### src/rtl/operand_sequencer.sv
// Two-beat operand collector feeding an external combinational adder; the
// registered sum, its carry-out and a hand-off count go out over a valid/ready port.
module operand_sequencer #(
  parameter int unsigned N = 8
) (
  input  logic         clk,
  input  logic         rst_n,
  input  logic         in_valid,
  output logic         in_ready,
  input  logic [N-1:0] in_data,
  output logic [N-1:0] op_a,
  output logic [N-1:0] op_b,
  input  logic [N-1:0] sum_in,
  output logic         res_valid,
  input  logic         res_ready,
  output logic [N-1:0] res_data,
  output logic         res_carry,
  output logic [15:0]  op_count
);

  typedef enum logic [1:0] {StIdle, StGotA, StCapt, StOut} state_e;

  state_e       state_q, state_d;
  logic [N-1:0] op_a_q, op_a_d;
  logic [N-1:0] op_b_q, op_b_d;
  logic [N-1:0] res_data_q, res_data_d;
  logic         res_carry_q, res_carry_d;
  logic [15:0]  op_count_q, op_count_d;

  always_comb begin
    state_d     = state_q;
    op_a_d      = op_a_q;
    op_b_d      = op_b_q;
    res_data_d  = res_data_q;
    res_carry_d = res_carry_q;
    op_count_d  = op_count_q;
    in_ready    = 1'b0;
    res_valid   = 1'b0;
    unique case (state_q)
      StIdle: begin
        in_ready = 1'b1;
        if (in_valid) begin
          op_a_d  = in_data;
          state_d = StGotA;
        end
      end
      StGotA: begin
        in_ready = 1'b1;
        if (in_valid) begin
          op_b_d  = in_data;
          state_d = StCapt;
        end
      end
      StCapt: begin
        // Operands have been stable for a full cycle, so the adder has settled.
        // An unsigned sum that wrapped is smaller than either operand.
        res_data_d  = sum_in;
        res_carry_d = (sum_in < op_a_q);
        state_d     = StOut;
      end
      StOut: begin
        res_valid = 1'b1;
        if (res_ready) begin
          op_count_d = op_count_q + 16'd1;
          state_d    = StIdle;
        end
      end
      default: state_d = StIdle;
    endcase
  end

  always_ff @(posedge clk or negedge rst_n) begin
    if (!rst_n) begin
      state_q     <= StIdle;
      op_a_q      <= '0;
      op_b_q      <= '0;
      res_data_q  <= '0;
      res_carry_q <= 1'b0;
      op_count_q  <= 16'd0;
    end else begin
      state_q     <= state_d;
      op_a_q      <= op_a_d;
      op_b_q      <= op_b_d;
      res_data_q  <= res_data_d;
      res_carry_q <= res_carry_d;
      op_count_q  <= op_count_d;
    end
  end

  assign op_a      = op_a_q;
  assign op_b      = op_b_q;
  assign res_data  = res_data_q;
  assign res_carry = res_carry_q;
  assign op_count  = op_count_q;

endmodule
### config.mk
export PLATFORM = sky130hd
export DESIGN_NAME = operand_sequencer
export DESIGN_NICKNAME = d
export VERILOG_FILES = /design/src/rtl/operand_sequencer.sv
export SDC_FILE = /design/constraint.sdc
export NUM_CORES = 1
export LEC_CHECK = 0
export CAP_MARGIN = 15
export CORE_UTILIZATION = 40
export CTS_CLUSTER_SIZE = 12
export DETAILED_ROUTE_END_ITERATION = 8
export GPL_TIMING_DRIVEN = 0
export PLACE_DENSITY = 0.81
export SYNTH_ARGS = -nofsm -noshare
export SYNTH_HDL_FRONTEND = slang
export SYNTH_SLANG_ARGS = --single-unit
### constraint.sdc
create_clock -name clk -period 1.45 [get_ports clk]
set_clock_uncertainty 0.1 [all_clocks]
set_input_delay 0.29 -clock clk [delete_from_list [all_inputs] [get_ports clk]]
set_output_delay 0.29 -clock clk [all_outputs]
set_load 0.05 [all_outputs]
==> impl_metrics.ini <==
[final_layout]
syn_to_final_growth_pct = 50.06
fillCellCount = 401
fin_area_um2 = 2974
layout_common_cells = buf_2 (31), dfrtp_1 (25), mux2_2 (18), dfrtp_2 (18), clkdlybuf4s50_1 (16)
finalCoreUtilization_pct = 62.55
diodes = 0
drive_above_1_share_pct = 57.20
instances_no_fill = 303
final_common_cell = buf_2
fin_nets = 268

[clocking]
clockBufferDepth = 2
cts.sinks = 43
clock_latency_ns = 0.30
htree_num_levels = 2
path_clk_slew_ns = 0.08
cts-root-buf = clkbuf_8
cts_buffers = 5
cts_tree = done

[synth]
synth-adder-area-share_pct = 8.207
ys_top_cells_by_area = dfrtp_1 (54%), mux2_2 (15%), ha_1 (8.2%)
yosysTopAreaCell = dfrtp_1
synth_xor_xnor_area_share_pct = 6.629
synthesis.area_um2 = 1982
ys.warnings.count = 0
synth-simple-area-share_pct = 10.73
synth_compound_area_share_pct = 2.715
synth.avg_cell_area_um2 = 12.87
syn_inst = 154
synth_cell_types = 28
yosysTopAreaCellShare_pct = 54.29
yosysSeqAreaShare_pct = 54.29
ys_ff_latch = 43
synth.area.mux_share_pct = 14.77
synth_top_family_by_area = multiplexers
syn-num-nets = 187

[placement]
place_hpwl_um = 2865
dpl.cell_count = 284
io_buffers = 62
placedInstanceArea_um2 = 2770
gp_congestion = 0.7171
dp_slack_ns = -0.6076

[setup_path]
crit_slowest_cell = dfrtp_2
crit_type = reg -> out
cp.depth = 5
arrival_ns = 1.29
critPathMaxFanout = 3
startpoint = state_q[0]
end_kind = output port
reg2reg_from = state_q[1]
cp_common_cell = inv_2
path_buf_inv = 3
cpLargestDelayFamily = flip-flops
crit_path_cell_trace = inv_2 -> ha_4 -> nor2_4 -> inv_2 -> buf_6
r2r_cells = 6
required_ns = 1.06
cpPeakStageDelay_ns = 0.44
worstSetupStartpointType = flop

[die]
start_util_pct = 41.68
fp.coreArea_um2 = 4755
die_w_um = 72.39
num_rows = 25
die_h_um = 72.39
dieArea_um2 = 5240
io_pins = 63

[pwr]
p_seq_share_pct = 29.1
clockPowerShare_pct = 11.1
p_leak_nw = 1.414
vdd_drop_max_v = 0.001508
swShare_pct = 47.85
power.density_nw_per_um2 = 2380
p_int_mw = 3.692
p_switching_mw = 3.387
p_comb_share_pct = 59.9

[timing]
layout_setup_ws_ns = -0.2342
final-max-slew-violation-count = 0
fmax_mhz = 593.7
finalSetupViolCount = 20
rsz0062_at_grt = yes
worst_pin_slew_ns = 0.3910
fin_crit_ns = 1.684
finalHoldViolCount = 0
whs_ns = 0.3404
period_share_pct = 116.2
maxSlewHeadroom_pct = 73.94

[run_status]
failed_checks = negative setup slack
status = complete, but fails checks

[global_route]
grt_pass1_wl_um = 7079
overflow = 0
grt_max_degree = 28
grt_antenna_before_repair = 0
grt_pass1_vias = 1483
track_usage_pct = 17.78

[min_path]
hp-class = in -> async

[detailed_routing]
ant_nets = 0
finalWirelength_um = 4192
via_count = 1454
via_per_inst = 4.799
dr.pass1.iters = 4
first_iter_violations = 57
wire_per_inst_um = 13.83
drcViolationCount = 0

[run]
cap_viol_max_count = 0
==> what timing repair did <==
item                                    in CTS  in global routing
pin swaps                                    9                  4
cloned                                       1                  0
buffers inserted                             6                  3
endpoints found under the hold margin       16                  0
gates resized for setup                    192                 53
hold buffers                                 1                  0
endpoints found under the setup margin      78                 56
==> kinds of logic after synthesis <==
kind of cell	count (synthesis)
simple gates	34
compound gates	9
fa+ha+maj	13
xor+xnor	15
buf+inv	14
mux	26
flops	43
==> cell usage after synthesis (all sizes together) <==
cell type and number:
o22ai 1, xnor2 9, nand2 10, nor2b 1
and4 1, a41oi 1, inv 13, mux2 26
xor2 6, or3 1, nor4b 1, and3 2
nand3 4, a21oi 3, nand4 4, a21o 1
a31oi 1, ha 13, nand2b 1, nor2 4
nor3 4, nor4 1, dfrtp 43, o21ai 2
clkbuf 1
==> cell type report <==
| class | instances | area [um^2] | area share (%) |
|---|---|---|---|
| Buffer | 1 | 15.01 | 0.5048 |
| Clock buffer | 7 | 86.33 | 2.903 |
| Clock inverter | 1 | 5.005 | 0.1683 |
| Inverter | 13 | 48.80 | 1.641 |
| Multi-Input combinational cell | 97 | 1046 | 35.17 |
| Sequential cell | 43 | 1099 | 36.94 |
| Tap cell | 67 | 83.83 | 2.819 |
| Timing Repair Buffer | 74 | 590.6 | 19.86 |
==> worst paths after layout <==
| check | end | slack [ns] |
|---|---|---|
| max in group asynchronous | op_a[4] | 0.42 |
| worst max-delay path | in_ready | -0.23 |
| worst max register to register | op_count[15] | -0.20 |
| worst min register to register | op_count[15] | 0.37 |
| worst min-delay path | op_count[11] | 0.34 |
| min in group clk | res_data[5] | 0.36 |
==> power by group through the flow <==
stage	Combinational, mW	Sequential, mW	Clock, mW
6_report	4.24	2.06	0.785
5_1_grt	4.50	2.13	0.859
4_1_cts	4.15	2.07	0.808
3_5_place_dp	3.96	2.08	0
3_3_place_gp	3.90	2.07	0
2_1_floorplan	1.23	3.53	0
==> metrics by stage <==
step / TNS [ns] / power, mW
6_report: -2.007 / 7.080
5_1_grt: -3.595 / 7.486
4_1_cts: -4.474 / 7.024
3_5_place_dp: -14.65 / 6.035
3_3_place_gp: -67.52 / 5.972
2_1_floorplan: -1.242 / 4.760
==> state kept, by name (all words and copies together) (netlist names) <==
name,cells
op_count,16
op_a,8
op_b,8
res_data,8
state_q,2
res_carry,1
==> worst register-to-register path, stage by stage (launching register included) <==
cell and delay [ns]:
dfrtp_1 0.40, buf_6 0.13, ha_4 0.15, nand4_1 0.19
nor4b_4 0.36, nand3_2 0.10, xnor2_1 0.13
==> per-layer routing <==
metal,track usage [%],part of all wire [%],vias to the layer above
li1,-,-,694
met1,23.57,46,716
met2,28.45,49,38
met3,4.583,3.4,6
met4,5.882,1.5,0
met5,0,0,-
(Power assumes the default switching activity.)
